### src/rtl/mem_preloader_if.sv
// mem_preloader_if: stream-in, write-out and status bus of the program/data loader
// master: stream source plus memory/regfile sink and core-control observer
// slave:  the loader (in_ready, write strobe and status are driven by it)
interface mem_preloader_if #(
   parameter int XLEN = 32,
   parameter int AW   = 16
);
   logic            in_valid;
   logic            in_ready;
   logic [XLEN-1:0] in_data;
   logic            wr_en;
   logic [1:0]      wr_sel;
   logic [AW-1:0]   wr_addr;
   logic [XLEN-1:0] wr_data;
   logic            cpu_rst;
   logic            done;
   logic            err;
   logic [15:0]     words_loaded;
   modport master (
      output in_valid, in_data,
      input  in_ready, wr_en, wr_sel, wr_addr, wr_data, cpu_rst, done, err, words_loaded
   );
   modport slave (
      input  in_valid, in_data,
      output in_ready, wr_en, wr_sel, wr_addr, wr_data, cpu_rst, done, err, words_loaded
   );
endinterface

### src/rtl/mem_preloader.sv
// mem_preloader: streams sectioned records into imem/dmem/regfile writes and holds the core in reset until RUN
// Ports: clk; rst (asynchronous, active high); bus (slave modport):
//   in_valid/in_ready/in_data  record word stream (header, base, N data words; RUN is header only)
//   wr_en/wr_sel/wr_addr/wr_data  one-cycle write strobe (sel 0 imem, 1 dmem, 2 regfile)
//   cpu_rst/done/err/words_loaded  core reset, sticky RUN seen, sticky dropped-write flag, saturating write count
module mem_preloader #(
   parameter int XLEN       = 32,
   parameter int IMEM_BYTES = 1024,
   parameter int DMEM_BYTES = 1024,
   parameter int NREGS      = 32,
   parameter int AW         = 16
) (
   input logic            clk,
   input logic            rst,
   mem_preloader_if.slave bus
);
   typedef enum logic [1:0] {HDR, BASE, DATA, RUN} state_t;
   localparam logic [32:0] isz = 33'(IMEM_BYTES);
   localparam logic [32:0] dsz = 33'(DMEM_BYTES);
   state_t          state;
   logic [1:0]      tgt;
   logic [15:0]     cnt;
   logic [31:0]     addr;
   logic [XLEN-1:0] word;
   logic            acc;
   logic            is_reg;
   logic            in_range;
   logic            keep;
   logic [32:0]     last;
   always_comb begin
      word     = bus.in_data;
      acc      = bus.in_valid && bus.in_ready;
      is_reg   = tgt == 2'd2;
      // 33-bit so the top byte of a word near 2^32 cannot wrap back into range
      last     = {1'b0, addr} + 33'd3;
      in_range = is_reg ? addr < 32'(NREGS)
                        : addr[1:0] == 2'b00 && last < (tgt == 2'd0 ? isz : dsz);
      // x0 is hard-wired zero: drop its write without flagging an error
      keep     = in_range && !(is_reg && addr == 32'd0);
   end
   always_ff @(posedge clk or posedge rst)
      if (rst) begin
         state            <= HDR;
         tgt              <= '0;
         cnt              <= '0;
         addr             <= '0;
         bus.in_ready     <= 1'b0;
         bus.wr_en        <= 1'b0;
         bus.wr_sel       <= '0;
         bus.wr_addr      <= '0;
         bus.wr_data      <= '0;
         bus.cpu_rst      <= 1'b1;
         bus.done         <= 1'b0;
         bus.err          <= 1'b0;
         bus.words_loaded <= '0;
      end else begin
         bus.wr_en    <= 1'b0;
         bus.in_ready <= state != RUN;
         if (acc)
            case (state)
               HDR:
                  if (word[31:30] == 2'd3) begin
                     state        <= RUN;
                     bus.in_ready <= 1'b0;
                     bus.cpu_rst  <= 1'b0;
                     bus.done     <= 1'b1;
                  end else begin
                     tgt   <= word[31:30];
                     cnt   <= word[15:0];
                     state <= BASE;
                  end
               BASE: begin
                  addr  <= word[31:0];
                  state <= cnt == 16'd0 ? HDR : DATA;
               end
               DATA: begin
                  if (keep) begin
                     bus.wr_en        <= 1'b1;
                     bus.wr_sel       <= tgt;
                     bus.wr_addr      <= addr[AW-1:0];
                     bus.wr_data      <= word;
                     bus.words_loaded <= bus.words_loaded == 16'hFFFF ? 16'hFFFF : bus.words_loaded + 16'd1;
                  end else if (!in_range)
                     bus.err <= 1'b1;
                  addr <= addr + (is_reg ? 32'd1 : 32'd4);
                  cnt  <= cnt - 16'd1;
                  if (cnt == 16'd1)
                     state <= HDR;
               end
               default: ;
            endcase
      end
endmodule

### src/flat_wrapper.sv
// flat-port wrapper written by rule: the top's interface ports become plain ports
module mem_preloader_flat 
#(
   parameter int XLEN       = 32,
   parameter int IMEM_BYTES = 1024,
   parameter int DMEM_BYTES = 1024,
   parameter int NREGS      = 32,
   parameter int AW         = 16
)
  (clk, rst, bus_in_valid, bus_in_data, bus_in_ready, bus_wr_en, bus_wr_sel, bus_wr_addr, bus_wr_data, bus_cpu_rst, bus_done, bus_err, bus_words_loaded);
  mem_preloader_if #(.XLEN(XLEN), .AW(AW)) bus_i ();
  input logic clk;
  input logic rst;
  input wire logic [$bits(bus_i.in_valid)-1:0] bus_in_valid;
  input wire logic [$bits(bus_i.in_data)-1:0] bus_in_data;
  output wire logic [$bits(bus_i.in_ready)-1:0] bus_in_ready;
  output wire logic [$bits(bus_i.wr_en)-1:0] bus_wr_en;
  output wire logic [$bits(bus_i.wr_sel)-1:0] bus_wr_sel;
  output wire logic [$bits(bus_i.wr_addr)-1:0] bus_wr_addr;
  output wire logic [$bits(bus_i.wr_data)-1:0] bus_wr_data;
  output wire logic [$bits(bus_i.cpu_rst)-1:0] bus_cpu_rst;
  output wire logic [$bits(bus_i.done)-1:0] bus_done;
  output wire logic [$bits(bus_i.err)-1:0] bus_err;
  output wire logic [$bits(bus_i.words_loaded)-1:0] bus_words_loaded;
  assign bus_i.in_valid = bus_in_valid;
  assign bus_i.in_data = bus_in_data;
  assign bus_in_ready = bus_i.in_ready;
  assign bus_wr_en = bus_i.wr_en;
  assign bus_wr_sel = bus_i.wr_sel;
  assign bus_wr_addr = bus_i.wr_addr;
  assign bus_wr_data = bus_i.wr_data;
  assign bus_cpu_rst = bus_i.cpu_rst;
  assign bus_done = bus_i.done;
  assign bus_err = bus_i.err;
  assign bus_words_loaded = bus_i.words_loaded;
  mem_preloader #(.XLEN(XLEN), .IMEM_BYTES(IMEM_BYTES), .DMEM_BYTES(DMEM_BYTES), .NREGS(NREGS), .AW(AW)) u_core (.clk(clk), .rst(rst), .bus(bus_i));
endmodule
### config.mk
export PLATFORM = sky130hd
export DESIGN_NAME = mem_preloader_flat
export DESIGN_NICKNAME = d
export VERILOG_FILES = /design/src/rtl/mem_preloader_if.sv /design/src/rtl/mem_preloader.sv /design/src/flat_wrapper.sv
export SDC_FILE = /design/constraint.sdc
export NUM_CORES = 1
export LEC_CHECK = 0
export CORE_MARGIN = 2
export CORE_UTILIZATION = 30
export DETAILED_ROUTE_END_ITERATION = 10
export HOLD_SLACK_MARGIN = 0.02
export SLEW_MARGIN = 40
export SYNTH_ARGS = -nofsm -noshare
export SYNTH_HDL_FRONTEND = slang
export SYNTH_SLANG_ARGS = --single-unit
export TNS_END_PERCENT = 10
### constraint.sdc
create_clock -name clk -period 5.8 [get_ports clk]
set_clock_uncertainty 0.2 [all_clocks]
set_input_delay 0.87 -clock clk [delete_from_list [all_inputs] [get_ports clk]]
set_output_delay 0.87 -clock clk [all_outputs]
set_load 0.02 [all_outputs]
# After elaboration in Yosys (flattened, before gate mapping)

Index checks and enable logic that the tools add are counted.

Flip-flop bits (word level): 123
Output and inout port bits: 71
Word-level logic and storage cells: 66

$add $sub $neg: 4
Magnitude comparators: 2
Eq/ne operators: 9
Multiplexer cells: 16
Bitwise gates (word level): 3
Reductions and logical operators: 19

Operators by type and width:

| kind                  | number |
|---|---|
| $pmux 32 s2           | 1 |
| $add 32x2->33 const B | 1 |
| $lt 33x11->1 const B  | 1 |
| $add 32x32->32        | 1 |
| $logic_not 32->1      | 1 |
| $lt 32x6->1 const B   | 1 |
| $mux 16               | 2 |
| $pmux 16 s2           | 1 |
| $add 16x1->16 const B | 1 |
| $eq 16x1->1 const B   | 1 |
| $eq 16x16->1 const B  | 1 |
| $logic_not 16->1      | 1 |
| $sub 16x1->16 const B | 1 |
| $reduce_and 3->1      | 5 |
| $mux 1                | 7 |
| $eq 2x2->1 const B    | 3 |
| $mux 2                | 3 |
| $pmux 2 s3            | 1 |
| $logic_and 1x1->1     | 4 |
| $logic_not 2->1       | 2 |
| $ne 2x2->1 const B    | 2 |
| $reduce_and 4->1      | 1 |
| $reduce_bool 2->1     | 2 |
| $mux 3                | 1 |
| other kinds (6)       | 8 |

# Depth between registers and ports, before layout

Depth in word-level cells: 8
Mapped depth: 12
Mapped depth without buffers: 12

# Least setup slack after synthesis

No wires, ideal clock.

Path type: register to register
Start: register u_core.addr[3]
End: register u_core.bus.words_loaded[15]
Arrival: 2.885 ns
Data required time: 5.472 ns
Path slack: 2.587 ns
Cell stages (with the launch flop): 11
Clock period less this slack: 3.213 ns
Path through: dfrtp_1 > o211ai_1 > or4_1 > buf_2 > o41ai_2 > o21ai_1 > nor4_2 > a31oi_1 > buf_6 > nor4b_4 > mux2_1

Word-level cells in the longest chain between the ends: 6
Elaborated cells between the ends (all ways): 10
Classes of those cells: add/sub (1); order compare (2); mux (1); reduce/logical (6)

Ends and longest elaborated chain:

| what                                  | RTL line               | RTL |
|---|---|---|
| start, declared                       | mem_preloader.sv:23    | `logic [31:0] addr;` |
| start signal, assigned                | mem_preloader.sv:73    | `addr <= word[31:0];` |
| start signal, assigned                | mem_preloader.sv:85    | `addr <= addr + (is_reg ? 32'd1 : 32'd4);` |
| $add 32x2->33                         | mem_preloader.sv:35    | `last = {1'b0, addr} + 33'd3;` |
| $lt 33x11->1                          | mem_preloader.sv:37    | `: addr[1:0] == 2'b00 && last < (tgt == 2'd0 ? isz : dsz);` |
| $logic_and 1x1->1                     | mem_preloader.sv:37    |  |
| $mux 1                                | mem_preloader.sv:36    | `in_range = is_reg ? addr < 32'(NREGS)` |
| $logic_and 1x1->1 (*)                 | mem_preloader.sv:39    | `keep = in_range && !(is_reg && addr == 32'd0);` |
| $reduce_and 3->1 (no source line) (*) | -                      |  |
| end signal, assigned                  | mem_preloader.sv:82    | `bus.words_loaded <= bus.words_loaded == 16'hFFFF ? 16'hFFFF : bus.words_loaded + 16'd1;` |
| end, declared                         | mem_preloader_if.sv:25 | `output in_ready, wr_en, wr_sel, wr_addr, wr_data, cpu_rst, done, err, words_loaded` |

Every way passes the cells marked *; elsewhere a longest branch is shown, timed or not.
A chain may end at the register's enable or synchronous reset.

# Worst setup path in the final report

Start: register u_core.addr[4]
End: register u_core.bus.wr_data[18]

Word-level cells in the longest chain between the ends: 6
Elaborated cells between the ends (all ways): 10
Classes of those cells: add/sub (1); order compare (2); mux (1); reduce/logical (6)

Ends and longest elaborated chain:

| what                                  | RTL line               | RTL |
|---|---|---|
| $add 32x2->33                         | mem_preloader.sv:35    |  |
| $lt 33x11->1                          | mem_preloader.sv:37    |  |
| $logic_and 1x1->1                     | mem_preloader.sv:37    |  |
| $mux 1                                | mem_preloader.sv:36    |  |
| $logic_and 1x1->1 (*)                 | mem_preloader.sv:39    |  |
| $reduce_and 3->1 (no source line) (*) | -                      |  |
| end signal, assigned                  | mem_preloader.sv:81    | `bus.wr_data <= word;` |
| end, declared                         | mem_preloader_if.sv:25 |  |

Marked as above.

==> results_dict.tcl <==
set metrics [dict create \
    outcome "finished clean" \
    cp-start-kind "flop" \
    dr.pass1.iters 6 \
    ys_seq_area_share_pct 44.01 \
    htree_levels 4 \
    grt_pass1_vias 5846 \
    critPathSlowestCell "or4_1" \
    num_vias 6106 \
    cts_tree "done" \
    ys_seq_elements 123 \
    cts_hold_buf 0 \
    avgSynthCellArea_sq_um 9.392 \
    synthFlopType "dfrtp_1" \
    syn_area_sq_mm 0.006997 \
    clkLatencyLatePin_ns 0.43 \
    drt-wirelength-per-cell_um 17.82 \
    grt_max_degree 67 \
    timing.fmax_mhz 216.8 \
    io_buffers 105 \
    cts_buffers 17 \
    maxSlewViolCount 0 \
    clock_sinks 123 \
    cts_setup_buffers 0 \
    arrival_ns 4.72 \
    syn-num-nets 790 \
    rows 55 \
    core-area_sq_mm 0.02278 \
    syn_inst 745 \
    gp_congestion 0.9473 \
    clockRootBuffer "clkbuf_16" \
    ys_top_cells_by_area "dfrtp_1 (44%), mux2_4 (6.4%), a21oi_1 (4.5%)" \
    synth-edff-count 0 \
    async_flop_share_pct 100.0 \
    grt_overflow 0 \
    grt_pass1_wl_um 32860 \
    clockBufferDepth 2 \
    drt-total-wl_um 20400 \
    antenna_found_initial 0 \
    path_cells "nand4_1, or4_1, o41ai_2, o21ai_1, nor4_2, a31oi_4, buf_16, buf_4, mux2_4" \
    grt_use_met3_pct 4.403 \
    critical-path-max-stage-delay_ns 0.82 \
    min_path_type "flop to flop" \
    yosys.area.top_type_share_pct 43.63 \
    synth_cell_types 64 \
    post-route-min-period_ns 4.612 \
    post-place-ws_ns 1.287 \
    dieArea_sq_mm 0.02456 \
    rsz0062_at_grt "false" \
    drtIter0Drc 589 \
    cp_data_required_time_ns 5.91 \
    top_usage_layer "met2" \
    holdWs_ns 0.2854 \
    yosys.area.top_type "dfrtp_1" \
    fin_tns_setup_ns 0 \
    dp_hpwl_um 14140 \
    antenna_cells 0 \
    path_class "flop to flop" \
    leakage_uw 0.003644 \
    p_per_area_mw_per_mm2 422.8 \
    drtAntennaViolNets 0 \
    gr-usage-met2_pct 25.75 \
    grtUsageTotal_pct 17.07 \
    start_util_pct 30.72 \
    fill_cells 2322 \
    yosysWarnings 0 \
    maxCapViolCount 0 \
    worst_pin_slew_ns 0.8424 \
    die_y_um 156.7 \
    avgViaCountPerCell 5.333 \
    setup_slack_ns 1.188 \
    power_uw 3745 \
    yosysMostFrequentCell "dfrtp_1" \
    ctsResizeCount 0 \
    irDropWorstVdd_uv 208.5 \
    grtUsageMet1_pct 24.41 \
    dieWidth_um 156.7 \
    synthToLayoutAreaGrowth_pct 26.59 \
    hold_violations 0 \
    synth_common_cells "dfrtp_1 (122), nor2_1 (75), nand2_1 (66)" \
    max_slew_margin_pct 43.41 \
    utilization_pct 38.88 \
    finalSetupViolations 0 \
    cp_max_fo 38 \
    finalNetCount 864 \
    fin_crit_sh_pct 79.53 \
    remaining_drc_errors 0 \
    layout-drive-gt1-share_pct 12.62 \
    path_clk_slew_ns 0.06 \
    endpoint_kind "flop" \
    ios 106 \
]
## power breakdown
part / switching (uW) / leakage [uW] / internal, uW
clock network: 447 / 0.000263 / 596
registers: 370 / 0.00155 / 1040
logic: 798 / 0.00183 / 489
## registers in the layout, summed over array words and instances, names as in the netlist
signal / flops
u_core.bus.err: 1
u_core.bus.wr_data: 32
u_core.tgt: 2
u_core.bus.wr_addr: 16
u_core.bus.done: 1
u_core.state: 2
u_core.bus.in_ready: 1
u_core.bus.wr_en: 1
u_core.bus.cpu_rst: 1
u_core.bus.words_loaded: 16
u_core.addr: 32
u_core.bus.wr_sel: 2
u_core.cnt: 16
## cell type report
| class | instances | area [sq um] | area share, % |
|---|---|---|---|
| timing repair buffer | 114 | 1139 | 12.85 |
| tap | 313 | 391.6 | 4.422 |
| inverter | 21 | 83.83 | 0.9465 |
| clock inverter | 15 | 142.6 | 1.610 |
| multi-input combinational | 542 | 3596 | 40.60 |
| clock buffer | 17 | 425.4 | 4.803 |
| sequential | 123 | 3079 | 34.76 |
## through the flow
stage | area (sq um) | std cells
2_1_floorplan | 6997 | 745
3_3_place_gp | 8250 | 1112
3_5_place_dp | 8287 | 1113
4_1_cts | 8855 | 1145
5_1_grt | 8857 | 1145
6_report | 8857 | 1145
## routing by layer
layer / part of all wire [%] / vias to the layer above
met1: 49 / 3008
met3: 5.6 / 20
li1: - / 2903
met2: 44 / 175
met4: 1.2 / 0
met5: 0 / -
## worst paths after layout
kind                                          end  slack [ns]                from  depth (start not counted)
setup / recovery           u_core.bus.wr_data[18]        1.19      u_core.addr[4]                          9
hold / removal                 u_core.bus.cpu_rst        0.29  u_core.bus.cpu_rst                          1
setup reg to reg           u_core.bus.wr_data[18]        1.19      u_core.addr[4]                          9
hold reg to reg                u_core.bus.cpu_rst        0.29  u_core.bus.cpu_rst                          1
max in group asynchronous  u_core.bus.wr_data[29]        3.76                 rst                          3
min in group asynchronous   u_core.bus.wr_data[3]        0.70                 rst                          2
## worst max-delay path: cells and delay by family (launching register included)
kind	cells	cell delay (ns)
AO/OA/AOI/OAI	3	0.89
buffers and inverters	2	0.60
AND/OR/NAND/NOR	3	1.88
multiplexers	1	0.38
flip-flops	1	0.49
## cell families after synthesis
kind of cell | Yosys count | synth area share [%]
AOI/OAI and AO/OA | 188 | 17.81
xor gates and xnor gates | 4 | 0.5008
adders and majority gates | 10 | 1.788
buffers and inverters | 80 | 4.971
DFF | 123 | 44.01
muxes | 56 | 10.59
and+or+nand+nor | 284 | 20.33
## placed cells by master, fill, tap and decap left out, types with 7 or more instances in the layout
cell / count
a21oi_1: 63
a31oi_1: 16
and2_1: 12
and3_1: 11
buf_4: 8
clkbuf_16: 17
clkdlybuf4s50_1: 105
dfrtp_1: 122
ha_1: 9
inv_1: 20
mux2_1: 7
mux2_2: 17
mux2_4: 30
nand2_1: 66
nand3_1: 28
nand4_1: 20
nor2_1: 75
nor3_1: 20
nor4_1: 23
o21ai_0: 23
o22a_1: 19
o22ai_1: 11
Power figures use the tool's default switching activity.
==> variant 1, RTL diff (same settings) <==
`XLEN` is set to 32 in 3 places; all go to 48.
--- a/src/rtl/mem_preloader_if.sv
+++ b/src/rtl/mem_preloader_if.sv
@@ -3,5 +3,5 @@
 // slave:  the loader (in_ready, write strobe and status are driven by it)
 interface mem_preloader_if #(
-   parameter int XLEN = 32,
+   parameter int XLEN = 48,
    parameter int AW   = 16
 );
--- a/src/rtl/mem_preloader.sv
+++ b/src/rtl/mem_preloader.sv
@@ -5,5 +5,5 @@
 //   cpu_rst/done/err/words_loaded  core reset, sticky RUN seen, sticky dropped-write flag, saturating write count
 module mem_preloader #(
-   parameter int XLEN       = 32,
+   parameter int XLEN       = 48,
    parameter int IMEM_BYTES = 1024,
    parameter int DMEM_BYTES = 1024,
--- a/src/flat_wrapper.sv
+++ b/src/flat_wrapper.sv
@@ -2,5 +2,5 @@
 module mem_preloader_flat 
 #(
-   parameter int XLEN       = 32,
+   parameter int XLEN       = 48,
    parameter int IMEM_BYTES = 1024,
    parameter int DMEM_BYTES = 1024,
Interface: changed (resized bus_in_data and bus_wr_data); port bits go from 106 to 138. No check against the original RTL was run, so the function may have changed too.
==> variant 1 against the original RTL <==
- non-clock buffer count rose by 33
- cell area rose by 9.3%
- largest power group unchanged
- largest cell class unchanged
- worst setup slack improved by 380 ps
- sequential cell count rose by 16
- core utilization rose by 0.79 points
- synthesized area rose by 7.0%
- wire length rose by 5.9%
- power rose by 5.0%
==> variant 1: results (changes against the original RTL) <==
* Vias at 6584 (was 6106)
* Post-CTS Setup Inserts at 0 (unchanged)
* Root Driver: clkbuf_16 (unchanged)
* Initial DRC count at 491 (was 589)
* Synth async-reset ratio at 100% (unchanged)
* Nets at 974 (was 864)
* DRT Pass-1 Iters at 5 (was 6)
* Mapped Cells at 804 (was 745)
* Vias in the first global route at 6379 (was 5846)
* P_clk at 0.00104 W (about the same)
* Initial antenna violation count at 0 (unchanged)
* Number of port buffers at 137 (was 105)
* Hold Crit Start: u_core.bus.wr_data[21] (was u_core.bus.cpu_rst)
* Netlist cell types at 59 (was 64)
* R2R Path Start: u_core.addr[18] (was u_core.addr[4])
* Share of layout cells above drive strength 1 at 6.16% (was 12.6%)
* Clk_lat worst skew at 420 ps
* Clk pwr share at 26.4% (was 27.9%)
* Synth top cells by count: 138 x dfrtp_1, 76 x nor2_1, 72 x a21oi_1, 69 x nand2_1, 66 x mux2_1 (was 122 x dfrtp_1, 75 x nor2_1, 66 x nand2_1, 63 x a21oi_1, 41 x clkbuf_1)
* Area contributors post-synth: dfrtp_1 46%, mux2_1 9.9%, a21oi_1 4.8%, nor2_1 3.8%, nand2_1 3.5% (was dfrtp_1 44%, mux2_4 6.4%, a21oi_1 4.5%, nor2_1 4.0%, nand2_1 3.5%)
* Slew headroom at 45.0% (was 43.4%)
* Total number of yosys warnings at 0 (unchanged)
* Worst endpoint data arrival time at 4340 ps (was 4720 ps)
* Leak at 4.02 nW (was 3.64 nW)
* Worst min path class: reg2reg (unchanged)
* Ant. Diodes at 0 (unchanged)
* Placed cell count at 1218 (was 1113)
* Setup WS pre-CTS at 1570 ps (was 1290 ps)
* Average wire per standard cell at 17.3 um (was 17.8 um)
* All-Layer GR Usage at 16.8% (was 17.1%)
* First-pass GRT wire length at 35000 um (was 32900 um)
* Top Registers: u_core.bus.wr_data: 48 flops, u_core.addr: 32 flops (was u_core.addr: 32 flops, u_core.bus.wr_data: 32 flops)
* PwrDens at 406 nW/um^2 (was 423 nW/um^2)
* Routed Antenna Nets at 0 (unchanged)
* DP HPWL at 15400 um (was 14100 um)
* Switching pwr at 0.00163 W (was 0.00161 W)
* Post-CTS sizing at 0 (unchanged)
* Worst Path Max Fanout at 35 (was 38)
* Filler Cells Inserted at 2467 (was 2322)
* Peak supply drop at 175 uV (was 208 uV)
* Max clock buf depth at 2 (unchanged)
* GP Congestion at 0.914 (was 0.947)
* DP Area at 9120 um^2 (was 8290 um^2)
* H-tree depth at 4 (unchanged)
* Num CTS Buffers at 17 (unchanged)
* Mapped Nets at 865 (was 790)
* Predominant post-synthesis flop cell: dfrtp_1 (unchanged)
* Routed WL at 21600 um (was 20400 um)
* Outcome: finished clean (unchanged)
* Sequential share of the synthesized area at 46.5% (was 44.0%)
* P_comb at between 0.001 and 0.0015 W
* Largest net degree at the start of global routing at 105 (was 67)
==> variant 1: cell type report <==
type                            count  share of cell area [%]
Multi-Input combinational cell    586                    37.8
Clock inverter                     15                    1.40
Timing Repair Buffer              147                    15.3
Tap cell                          324                    4.19
Sequential cell                   139                    36.0
Clock buffer                       17                    4.40
Inverter                           22                   0.931
==> variant 1: final timing paths <==
path / slack (ps) / cells after the start / endpoint
worst max-delay path: 1570 / 11 / u_core.bus.wr_data[8]
worst min-delay path: 280 / 1 / u_core.bus.wr_data[21]
worst max register to register: 1570 / 11 / u_core.bus.wr_data[8]
worst min register to register: 280 / 1 / u_core.bus.wr_data[21]
max in group asynchronous: 3590 / 3 / u_core.addr[17]
min in group asynchronous: 800 / 2 / u_core.bus.wr_data[39]
==> variant 1: worst max-delay path, cell delays in order, from the launching register on <==
cell and delay (ps):
dfrtp_1 590, nand4_2 200, or3_1 450, o41ai_2 340, nand3_1 110, or4_4 550, o41ai_2 220, buf_4 280
and2_4 320, buf_12 270, buf_12 220, mux2_1 330
==> variant 1: logic make-up (layout without fill, tap and decap cells) <==
kind of cell	count (synthesis)	after routing	synth area share [%]
AND/OR/NAND/NOR	307	307	20.6
AO/OA/AOI/OAI	196	196	15.6
flip-flops	139	139	46.5
buffers and inverters	79	201	4.85
multiplexers	70	70	10.5
adder cells (fa/ha/maj)	10	10	1.67
XOR/XNOR	3	3	0.351
==> variant 1: layer usage <==
layer  global-route usage (%)  part of all wire, %  vias to the layer above  wire (um)
li1                         -                    -                     3152          -
met1                     23.2                   47                     3217      10200
met2                     26.2                   46                      189       9850
met3                     3.83                  5.2                       26       1120
met4                     5.43                  1.8                        0        395
met5                        0                    0                        -          0
==> variant 2, RTL diff (config.mk and constraints unchanged) <==
Made on the original files. The 4 states of `state_t` get a one-hot encoding in 4 bits.
--- a/src/rtl/mem_preloader.sv
+++ b/src/rtl/mem_preloader.sv
@@ -15,5 +15,5 @@
    mem_preloader_if.slave bus
 );
-   typedef enum logic [1:0] {HDR, BASE, DATA, RUN} state_t;
+   typedef enum logic [3:0] {HDR = 4'b0001, BASE = 4'b0010, DATA = 4'b0100, RUN = 4'b1000} state_t;
    localparam logic [32:0] isz = 33'(IMEM_BYTES);
    localparam logic [32:0] dsz = 33'(DMEM_BYTES);
Check against the original RTL: no difference found for any inputs over 4 cycles, from zero or initial values and one cycle with rst high; so few cycles prove little.
==> variant 2 against the original RTL <==
- first-iteration DRC count shrank 39%
- die area shrank 1.4%
- worst setup slack gained 260 ps
- wire length shrank 5.9%
- sequential share of layout area grew 0.89 points
- synthesized area shrank 1.4%
- cell area shrank 0.86%
- synthesized cell count shrank 1.1%
- cell count shrank 2.4%
- fmax grew 6.0%
- sequential cell count grew 2
Power is not compared: it rests on default switching activity, and its combinational part moved more than twofold at a synthesized area within 25%.
==> variant 2: results (changes against the original RTL) <==
* Reg2Reg Capture Point: u_core.bus.words_loaded[0] (was u_core.bus.wr_data[18])
* Pin slew with the least headroom to its limit at 757 ps (was 842 ps)
* Area taken by multi-input logic gates at 3500 um^2 (was 3600 um^2)
* Netlist cell types at 60 (was 64)
* Nets at 861 (was 864)
* Post-Synth Adder-Cell Area at 1.09% (was 1.79%)
* Layout buffer count excluding clock buffers at 115 (was 114)
* Largest net degree at the start of global routing at 78 (was 67)
* Grt met2 use at 25.6% (was 25.8%)
* GR Layer Usage met3 at 2.94% (was 4.40%)
* Clock tree cell share of total cell area at 7.04% (was 6.41%)
* Post-Synth XOR/XNOR Area at 0.635% (was 0.501%)
* DP Area at 8160 um^2 (was 8290 um^2)
* Avg Synthesized Cell Area at 9.36 um^2 (was 9.39 um^2)
* Area contributors post-synth: dfrtp_1 45%, mux2_4 8.7%, a21oi_1 5.7%, o21ai_0 4.0%, nor2_1 3.7% (was dfrtp_1 44%, mux2_4 6.4%, a21oi_1 4.5%, nor2_1 4.0%, nand2_1 3.5%)
* GP Congestion at 0.884 (was 0.947)
* Hold Crit Start: u_core.bus.done (was u_core.bus.cpu_rst)
* Hold WS at 263 ps (was 285 ps)
* Worst endpoint data arrival time at 4460 ps (was 4720 ps)
* Wl on met1 at 9180 um (was 10000 um)
* Vias in the first global route at 5698 (was 5846)
* Initial DRC count at 358 (was 589)
* Vias per cell at 5.33 (about the same)
* Mapped Cells at 737 (was 745)
* Signal buf overhead at 12.8% (was 12.9%)
* All-Layer GR Usage at 16.0% (was 17.1%)
* DP HPWL at 13100 um (was 14100 um)
* Invs w/o clock at 13 (was 21)
* Reg area at 3130 um^2 (was 3080 um^2)
* Register-to-Register Path Depth at 11 (was 9)
* DRT Pass-1 Iters at 5 (was 6)
* Routed WL at 19200 um (was 20400 um)
* First-pass GRT wire length at 30900 um (was 32900 um)
* Synth Area in Compound Gates at 17.8% (about the same)
* Vias at 5962 (was 6106)
* Met1 usage at 21.7% (was 24.4%)
* Length of routed met2 wiring at 8910 um (was 9030 um)
* Multiplexer area fraction after synthesis at 11.0% (was 10.6%)
* Outcome: finished clean (unchanged)
* Sequential share of the synthesized area at 45.4% (was 44.0%)
* Placed cell count at 1086 (was 1113)
* WL met3 at 750 um (was 1140 um)
* Share of layout cells above drive strength 1 at 12.6% (about the same)
* Clkbuf count at 20 (was 17)
* Hold worst-path end: u_core.bus.done (was u_core.bus.cpu_rst)
* Mapped Nets at 778 (was 790)
* Reg2reg setup slack at 1450 ps (was 1190 ps)
* Synth top cells by count: 123 x dfrtp_1, 78 x a21oi_1, 68 x nor2_1, 63 x nand2_1, 55 x o21ai_0 (was 122 x dfrtp_1, 75 x nor2_1, 66 x nand2_1, 63 x a21oi_1, 41 x clkbuf_1)
-- variant 2: cell types whose count changed in the layout (fill, tap and decap cells not counted), moves of 8 or more --
| cell | delta |
|---|---|
| o21ai_0 | +32 |
| a21oi_1 | +15 |
| nor4_1 | -15 |
| nor3_1 | +12 |
| mux2_4 | +10 |
| o22a_1 | -10 |
| inv_1 | -8 |
| mux2_2 | -8 |
| nor2_1 | -8 |
-- variant 2: how the worst max path moves through the flow --
| stage | startpoint | to | slack [ps] | cells past startpoint |
|---|---|---|---|---|
| after global placement | u_core.addr[4] | u_core.bus.words_loaded[0] | 1570 | 11 |
| after global routing | u_core.addr[4] | u_core.bus.words_loaded[11] | 1210 | 11 |
| after CTS | u_core.addr[4] | u_core.bus.words_loaded[0] | 1460 | 11 |
| after detailed placement | u_core.addr[4] | u_core.bus.words_loaded[0] | 1470 | 11 |
| after floorplan | rst | u_core.addr[0] | 1410 | 1 |
| final | u_core.addr[7] | u_core.bus.words_loaded[0] | 1450 | 11 |
